### src/rtl/seq_shift_add_mult.sv
// Multi-cycle shift-add multiplier, one partial product per clock.
// Signed operands are multiplied as magnitudes and the sign applied at the end.
module seq_shift_add_mult #(
    parameter int WIDTH     = 8,
    parameter bit SIGNED_EN = 1'b1
) (
    input  logic               clk,
    input  logic               rst,
    input  logic               in_valid,
    output logic               in_ready,
    input  logic [WIDTH-1:0]   in_a,
    input  logic [WIDTH-1:0]   in_b,
    input  logic               in_signed,
    output logic               out_valid,
    input  logic               out_ready,
    output logic [2*WIDTH-1:0] out_p,
    output logic               busy
);

    localparam int CW = $clog2(WIDTH);
    localparam int PW = 2 * WIDTH;

    typedef enum logic [1:0] {
        IDLE,
        BUSY,
        DONE
    } state_t;

    state_t state, state_nxt;

    logic [CW-1:0]    count;
    logic [WIDTH-1:0] mag_a, mag_b;
    logic             neg;
    logic [PW-1:0]    acc, acc_nxt, addend;
    logic             accept, last, sgn;

    assign sgn    = in_signed & SIGNED_EN;
    assign accept = in_valid & in_ready;
    assign last   = (state == BUSY) && (count == CW'(WIDTH - 1));
    assign addend = PW'(mag_a) << count;
    assign acc_nxt = mag_b[count] ? acc + addend : acc;

    always_ff @(posedge clk or posedge rst) begin
        if (rst) state <= IDLE;
        else     state <= state_nxt;
    end

    always_comb begin
        state_nxt = state;
        in_ready  = 1'b0;
        out_valid = 1'b0;
        busy      = 1'b0;
        unique case (state)
            IDLE: begin
                in_ready = 1'b1;
                if (in_valid) state_nxt = BUSY;
            end
            BUSY: begin
                busy = 1'b1;
                if (last) state_nxt = DONE;
            end
            DONE: begin
                busy      = 1'b1;
                out_valid = 1'b1;
                if (out_ready) state_nxt = IDLE;
            end
            default: state_nxt = IDLE;
        endcase
    end

    // The most-negative operand negates to 2^(WIDTH-1), which still fits unsigned
    always_ff @(posedge clk or posedge rst) begin
        if (rst) begin
            count <= '0;
            mag_a <= '0;
            mag_b <= '0;
            neg   <= 1'b0;
            acc   <= '0;
            out_p <= '0;
        end else if (accept) begin
            count <= '0;
            mag_a <= (sgn && in_a[WIDTH-1]) ? -in_a : in_a;
            mag_b <= (sgn && in_b[WIDTH-1]) ? -in_b : in_b;
            neg   <= sgn & (in_a[WIDTH-1] ^ in_b[WIDTH-1]);
            acc   <= '0;
        end else if (state == BUSY) begin
            acc   <= acc_nxt;
            count <= count + 1'b1;
            if (last) out_p <= neg ? -acc_nxt : acc_nxt;
        end
    end

endmodule
### config.mk
export PLATFORM = sky130hd
export DESIGN_NAME = seq_shift_add_mult
export DESIGN_NICKNAME = d
export VERILOG_FILES = /design/src/rtl/seq_shift_add_mult.sv
export SDC_FILE = /design/constraint.sdc
export NUM_CORES = 1
export LEC_CHECK = 0
export BUFFER_PORTS_ARGS = -buffer_cell sky130_fd_sc_hd__buf_2
export CAP_MARGIN = 15
export CORE_ASPECT_RATIO = 1.4
export CORE_MARGIN = 8
export CORE_UTILIZATION = 54
export CTS_CLUSTER_SIZE = 12
export DETAILED_ROUTE_END_ITERATION = 16
export HOLD_SLACK_MARGIN = 0.02
export PLACE_DENSITY = 0.74
export SETUP_SLACK_MARGIN = 0.02
export SYNTH_ARGS = -nofsm -noshare
export SYNTH_HDL_FRONTEND = slang
export SYNTH_SLANG_ARGS = --single-unit
### constraint.sdc
create_clock -name clk -period 3.45 [get_ports clk]
set_input_delay 0.8625 -clock clk [delete_from_list [all_inputs] [get_ports clk]]
set_output_delay 0.8625 -clock clk [all_outputs]
set_load 0.01 [all_outputs]
==> results.md, run 1 <==
- Status: finished clean
- DRC Markers: 0
- Nets: 592
- Routed length on met2: 6171 µm
- Drt pass-1 iters: 5
- Clock Path Buffers: 2
- Crit path from: count[1]
- Launching element type of the critical path: flip-flop
- Crit path DAT: 3610 ps
- RSZ-0062 raised after global routing: yes
- Total CTS buffers: 5
- Setup TNS: 0 ps
- Share of cells above drive strength 1: 28.83%
- Clk slew on worst S/H paths: 110 ps
- Later-pin clock latency in the skew report: 330 ps
- Most instantiated cells after synthesis: 71 x nand2_1, 54 x dfrtp_1, 45 x nor2_1, 40 x o21ai_0, 28 x xnor2_1
- DP Wirelength: 7776 µm
- Layout Area Growth over Synthesis: 23.59%
- Post-synth top flop: dfrtp_1
- Row count: 37
- Drt total wl: 11050 µm
- Period utilization: 98.36%
- Core ar.: 0.007407 mm²
- Hold Worst Slack: 479.5 ps
- DR WL/cell: 17.13 µm
- Seq/Total Area, Yosys: 32.75%
- Mapped Nets: 535
- Synth Instances: 490
- Met3 Routed Length: 410 µm
- Max Fanout on Critical Path: 7
- Pin count of the biggest net entering global routing: 55
- Kind of critical path: flip-flop to flip-flop
- First-pass GRT wire length: 16830 µm
- Antenna Violating Nets Remaining: 0
- Vias/cell: 5.833
- #FFs+latches synth: 54
- M1 WL: 4154 µm
- Initial antenna violation count: 0
- Crit Reg-Reg Startpoint: count[1]
- Final-report setup violation count: 0
- Clk root buf: clkbuf_8
- Pins Over Slew Limit: 0
- Die area: 0.01073 mm²
- Chip height: 119.4 µm
- GRT overflow: 0
- Max Clock Freq: 294.7 MHz
- Total number of vias: 3762
- Ranking of synthesized cells by area: dfrtp_1 33%, ha_1 7.0%, nand2_1 6.5%, xnor2_1 5.9%, mux2i_1 5.3%
- H-tree levels: 2
- Routability-driven placement congestion ratio: 0.9182
- N_diodes: 0
- IO Pins: 40
- Share of the synthesized area in the top cell type: 32.75%
- HP Class: flip-flop to flip-flop
- GRT Overall Usage: 18.71%
- Cell area after synthesis: 0.004126 mm²
- Endpoints failing hold: 0
- Syn Area/Cell: 8.421 µm²
- Number of global-route vias before repair: 3634
- Clk_skew: 13.97 ps
- Tmin final: 3394 ps
- Most instantiated library cell after synthesis: nand2_1
- Max_cap viols: 0
- Starting Density: 55.71%
- Crit end category: flip-flop
- Synth warn: 0
- Count of different cell masters after synthesis: 56
- Min-delay src: mag_b[7]
- Hold-fix buffer count after cts: 0
- Rel. slew slack: 38.13%
- Area leader, netlist: dfrtp_1
- Die width: 89.88 µm
- Initial drt markers: 244
- Total clock sinks: 54
- Top Metal Used: met4
- Worst Max-Slew Pin Slew: 928.1 ps
- WP data required: 3670 ps
- Async set-reset flop share out of synthesis: 100.0%
- EDFF count, synth: 0
- I/O Buffers: 39
- TritonCTS clock tree: yes
[critical path, cell delays in order, from the launching register on]
cell,delay [ps]
dfrtp_2,520
mux2i_2,300
o22ai_1,150
and2_4,180
ha_4,260
a211oi_4,310
nor2_1,120
xor2_1,190
nor2_2,130
nor4b_4,250
o2111ai_2,200
o41ai_2,430
xnor2_1,160
o21ai_1,90
[stage by stage]
step | setup slack (ps) | area [µm²] | utilization, % | instances
floorplan | 92.38 | 4135 | - | 490
global placement | 36.18 | 4451 | 60.08 | 616
detailed placement | -55.45 | 4451 | 60.08 | 616
CTS | 26.79 | 4576 | 61.77 | 624
global route | -118.4 | 5100 | 68.85 | 645
finish | 56.49 | 5100 | 68.85 | 645
[area by class of cell]
class,instances,area [µm²]
Inverter,19,71.32
Tap cell,97,121.4
Multi-Input combinational cell,389,2930
Sequential cell,54,1355
Clock inverter,3,48.80
Fill cell,580,2307
Clock buffer,5,68.82
Timing Repair Buffer,78,504.2
[worst paths after layout]
path,to,slack [ps],cells after the start
min in group asynchronous,mag_b[3],710,3
setup / recovery,out_p[14],60,13
max in group asynchronous,count[1],2260,3
hold / removal,mag_b[7],480,2
setup reg to reg,out_p[14],60,13
hold reg to reg,mag_b[7],480,2
[cells by family after synthesis]
| family | Yosys count | synth area share (%) |
|---|---|---|
| AO/OA/AOI/OAI | 125 | 19.56 |
| XOR/XNOR | 38 | 8.066 |
| adder cells (fa/ha/maj) | 24 | 7.459 |
| buffers and inverters | 47 | 4.972 |
| flip-flops | 54 | 32.75 |
| multiplexers | 31 | 8.611 |
| AND/OR/NAND/NOR | 171 | 18.59 |
[metal layers]
layer  global-route usage, %  vias to the layer above
met1                   20.52                     1781
li1                        -                     1845
met2                   35.04                      114
met5                       0                        -
met4                   8.255                        0
met3                   2.326                       22
[placed cells by master, fill, tap and decap left out, drive strengths merged, types with 14 or more instances in the layout]
cell type / n
buf: 78
xnor2: 28
inv: 20
nand2: 71
nor2: 45
ha: 23
o21ai: 52
dfrtp: 54
nand3: 15
a21oi: 18
a211oi: 14
mux2i: 23
[timing repair]
action,4_1_cts,5_1_grt
buffers inserted,0,21
resized for setup,3,78
pin swaps,0,36
setup endpoints to repair,4,8
[sequential cells by signal, indices dropped and copies added, names as in the netlist]
signal	cells
neg	1
mag_b	8
state	2
acc	16
out_p	16
mag_a	8
count	3
Power of run 1 is left out: the tool's default activity adds up to more than one toggle a clock period on the data nets, which glitch-free logic cannot reach.
==> inputs of run 2 (changes only) <==
BUFFER_PORTS_ARGS = -buffer_cell sky130_fd_sc_hd__buf_4   (was -buffer_cell sky130_fd_sc_hd__buf_2)
==> results.md, run 2 (synthesis results as in run 1) <==
- WP data required: 3650 ps (was 3670 ps)
- Bufs and invs on worst path: 1 (was 0)
- CP delay by family, top: compound AO/OA/AOI/OAI gates (unchanged)
- Clk_skew: 5.412 ps (was 13.97 ps)
- Crit end category: flip-flop (unchanged)
- Number of global-route vias before repair: 3708 (was 3634)
- Fin util: 68.01% (was 68.85%)
- Row count: 37 (unchanged)
- Cells along the critical path: mux2i_2, o22ai_2, and2_4, ha_4, a211oi_4, buf_6, o21ai_4, a211oi_2, o21ai_1, xnor2_1, o2111ai_2, o41ai_2, xnor2_1, o21ai_1 (was mux2i_2, o22ai_1, and2_4, ha_4, a211oi_4, nor2_1, xor2_1, nor2_2, nor4b_4, o2111ai_2, o41ai_2, xnor2_1, o21ai_1)
- HP Class: flip-flop to flip-flop (unchanged)
- Status: finished clean (unchanged)
- Rel. slew slack: 39.49% (was 38.13%)
- Max Clock Freq: 294.9 MHz (was 294.7 MHz)
- Tmin final: 3391 ps (was 3394 ps)
- Core ar.: 0.007407 mm² (unchanged)
- Routability-driven placement congestion ratio: 0.9242 (was 0.9182)
- Placed cell count: 616 (unchanged)
- Die area: 0.01073 mm² (unchanged)
- Crit path DAT: 3590 ps (was 3610 ps)
- Initial antenna violation count: 0 (unchanged)
- Starting Density: 55.71% (unchanged)
- Worst Max-Slew Pin Slew: 907.7 ps (was 928.1 ps)
- Chip height: 119.4 µm (unchanged)
- Launching element type of the critical path: flip-flop (unchanged)
- Final-report setup violation count: 0 (unchanged)
- Period utilization: 98.29% (was 98.36%)
- DR WL/cell: 16.37 µm (was 17.13 µm)
- DRC Markers: 0 (unchanged)
- First-pass GRT wire length: 16830 µm (unchanged)
- TritonCTS clock tree: yes (unchanged)
- Pin count of the biggest net entering global routing: 55 (unchanged)
- Post-layout instance area: 0.005037 mm² (was 0.005100 mm²)
- H-tree levels: 2 (unchanged)
- Antenna Violating Nets Remaining: 0 (unchanged)
- Total number of vias: 3686 (was 3762)
- Layout Area Growth over Synthesis: 22.07% (was 23.59%)
- Max Fanout on Critical Path: 7 (unchanged)
- Setup slack, reg-to-reg: 60 ps (about the same)
- Slowest CP cell: dfrtp_2 (unchanged)
- GRT overflow: 0 (unchanged)
- Drt total wl: 10390 µm (was 11050 µm)
- Share of cells above drive strength 1: 26.39% (was 28.83%)
- Clk slew on worst S/H paths: 100 ps (was 110 ps)
- N_diodes: 0 (unchanged)
- Clock Path Buffers: 2 (unchanged)
- Initial drt markers: 156 (was 244)
- Drt pass-1 iters: 5 (unchanged)
- Vias/cell: 5.805 (was 5.833)
- Nets: 583 (was 592)
- Hold-fix buffer count after cts: 0 (unchanged)
- Kind of critical path: flip-flop to flip-flop (unchanged)
- Pins Over Slew Limit: 0 (unchanged)
- DP Wirelength: 7957 µm (was 7776 µm)
- IO Pins: 40 (unchanged)
- Clk root buf: clkbuf_8 (unchanged)
- Placed cell area: 0.004548 mm² (was 0.004451 mm²)
- Die width: 89.88 µm (unchanged)
- Cell Count, Final, Fillers Out: 635 (was 645)
- Total clock sinks: 54 (unchanged)
- GRT Overall Usage: 18.56% (was 18.71%)
- Final-layout fill cell count: 584 (was 580)
- Most frequent cells in the layout: 68 x nand2_1, 66 x buf_4, 52 x dfrtp_1, 44 x nor2_1, 33 x o21ai_0 (was 68 x nand2_1, 51 x dfrtp_1, 42 x nor2_1, 39 x buf_2, 37 x buf_4)
- Endpoints failing hold: 0 (unchanged)
- Most common cell after layout, fill and taps aside: nand2_1 (unchanged)
- Largest registers: acc x16, out_p x16 (unchanged)
- I/O Buffers: 39 (unchanged)
- Later-pin clock latency in the skew report: 310 ps (was 330 ps)
- RSZ-0062 raised after global routing: yes (unchanged)
- Crit-path max cell delay: 510 ps (was 520 ps)
- Total CTS buffers: 5 (unchanged)
- Max_cap viols: 0 (unchanged)
==> run 2: path summary, 6_finish.rpt <==
check | start | endpoint | cells after the start
hold reg to reg | mag_b[7] | mag_b[7] | 2
setup reg to reg | count[1] | out_p[15] | 14
max in group asynchronous | rst | count[1] | 3
hold / removal | mag_b[7] | mag_b[7] | 2
setup / recovery | count[1] | out_p[15] | 14
min in group asynchronous | rst | mag_b[2] | 3
==> run 2: cell type report <==
| class | count | area (µm²) | area share (%) |
|---|---|---|---|
| well taps | 97 | 121.4 | 2.409 |
| clock buffers | 5 | 68.82 | 1.366 |
| repair buffers | 69 | 533.0 | 10.58 |
| flip-flops and latches | 54 | 1354 | 26.88 |
| multi-input cells | 389 | 2875 | 57.08 |
| inverters | 19 | 71.32 | 1.416 |
| clock inverters | 2 | 13.76 | 0.2732 |
==> run 2: metal layers <==
layer	global-route usage [%]	routed length (µm)	vias to the layer above
li1	-	-	1825
met1	19.13	3959	1765
met2	36.15	5746	65
met3	2.451	259	31
met4	8.150	427	0
met5	0	0	-
==> run 2: worst min-delay path, delay by kind of cell, from the launching register on <==
kind / cells / cell delay, ps
flops: 1 / 350
simple gates: 2 / 110
==> run 2: metrics by stage <==
step	worst slack (ps)	hold slack [ps]	setup TNS, ps
2_1_floorplan	92.38	440.7	0
3_3_place_gp	4.032	456.6	0
3_5_place_dp	-71.15	465.4	-151.7
4_1_cts	45.07	489.9	0
5_1_grt	-91.66	520.1	-282.5
6_report	58.89	485.0	0
==> run 2: timing repair <==
item / in CTS / in global routing
cloned: 0 / 0
buffers inserted: 1 / 11
setup endpoints to repair: 6 / 6
resized for setup: 4 / 67
pin swaps: 2 / 26
Power of run 2 is left out for the same reason.
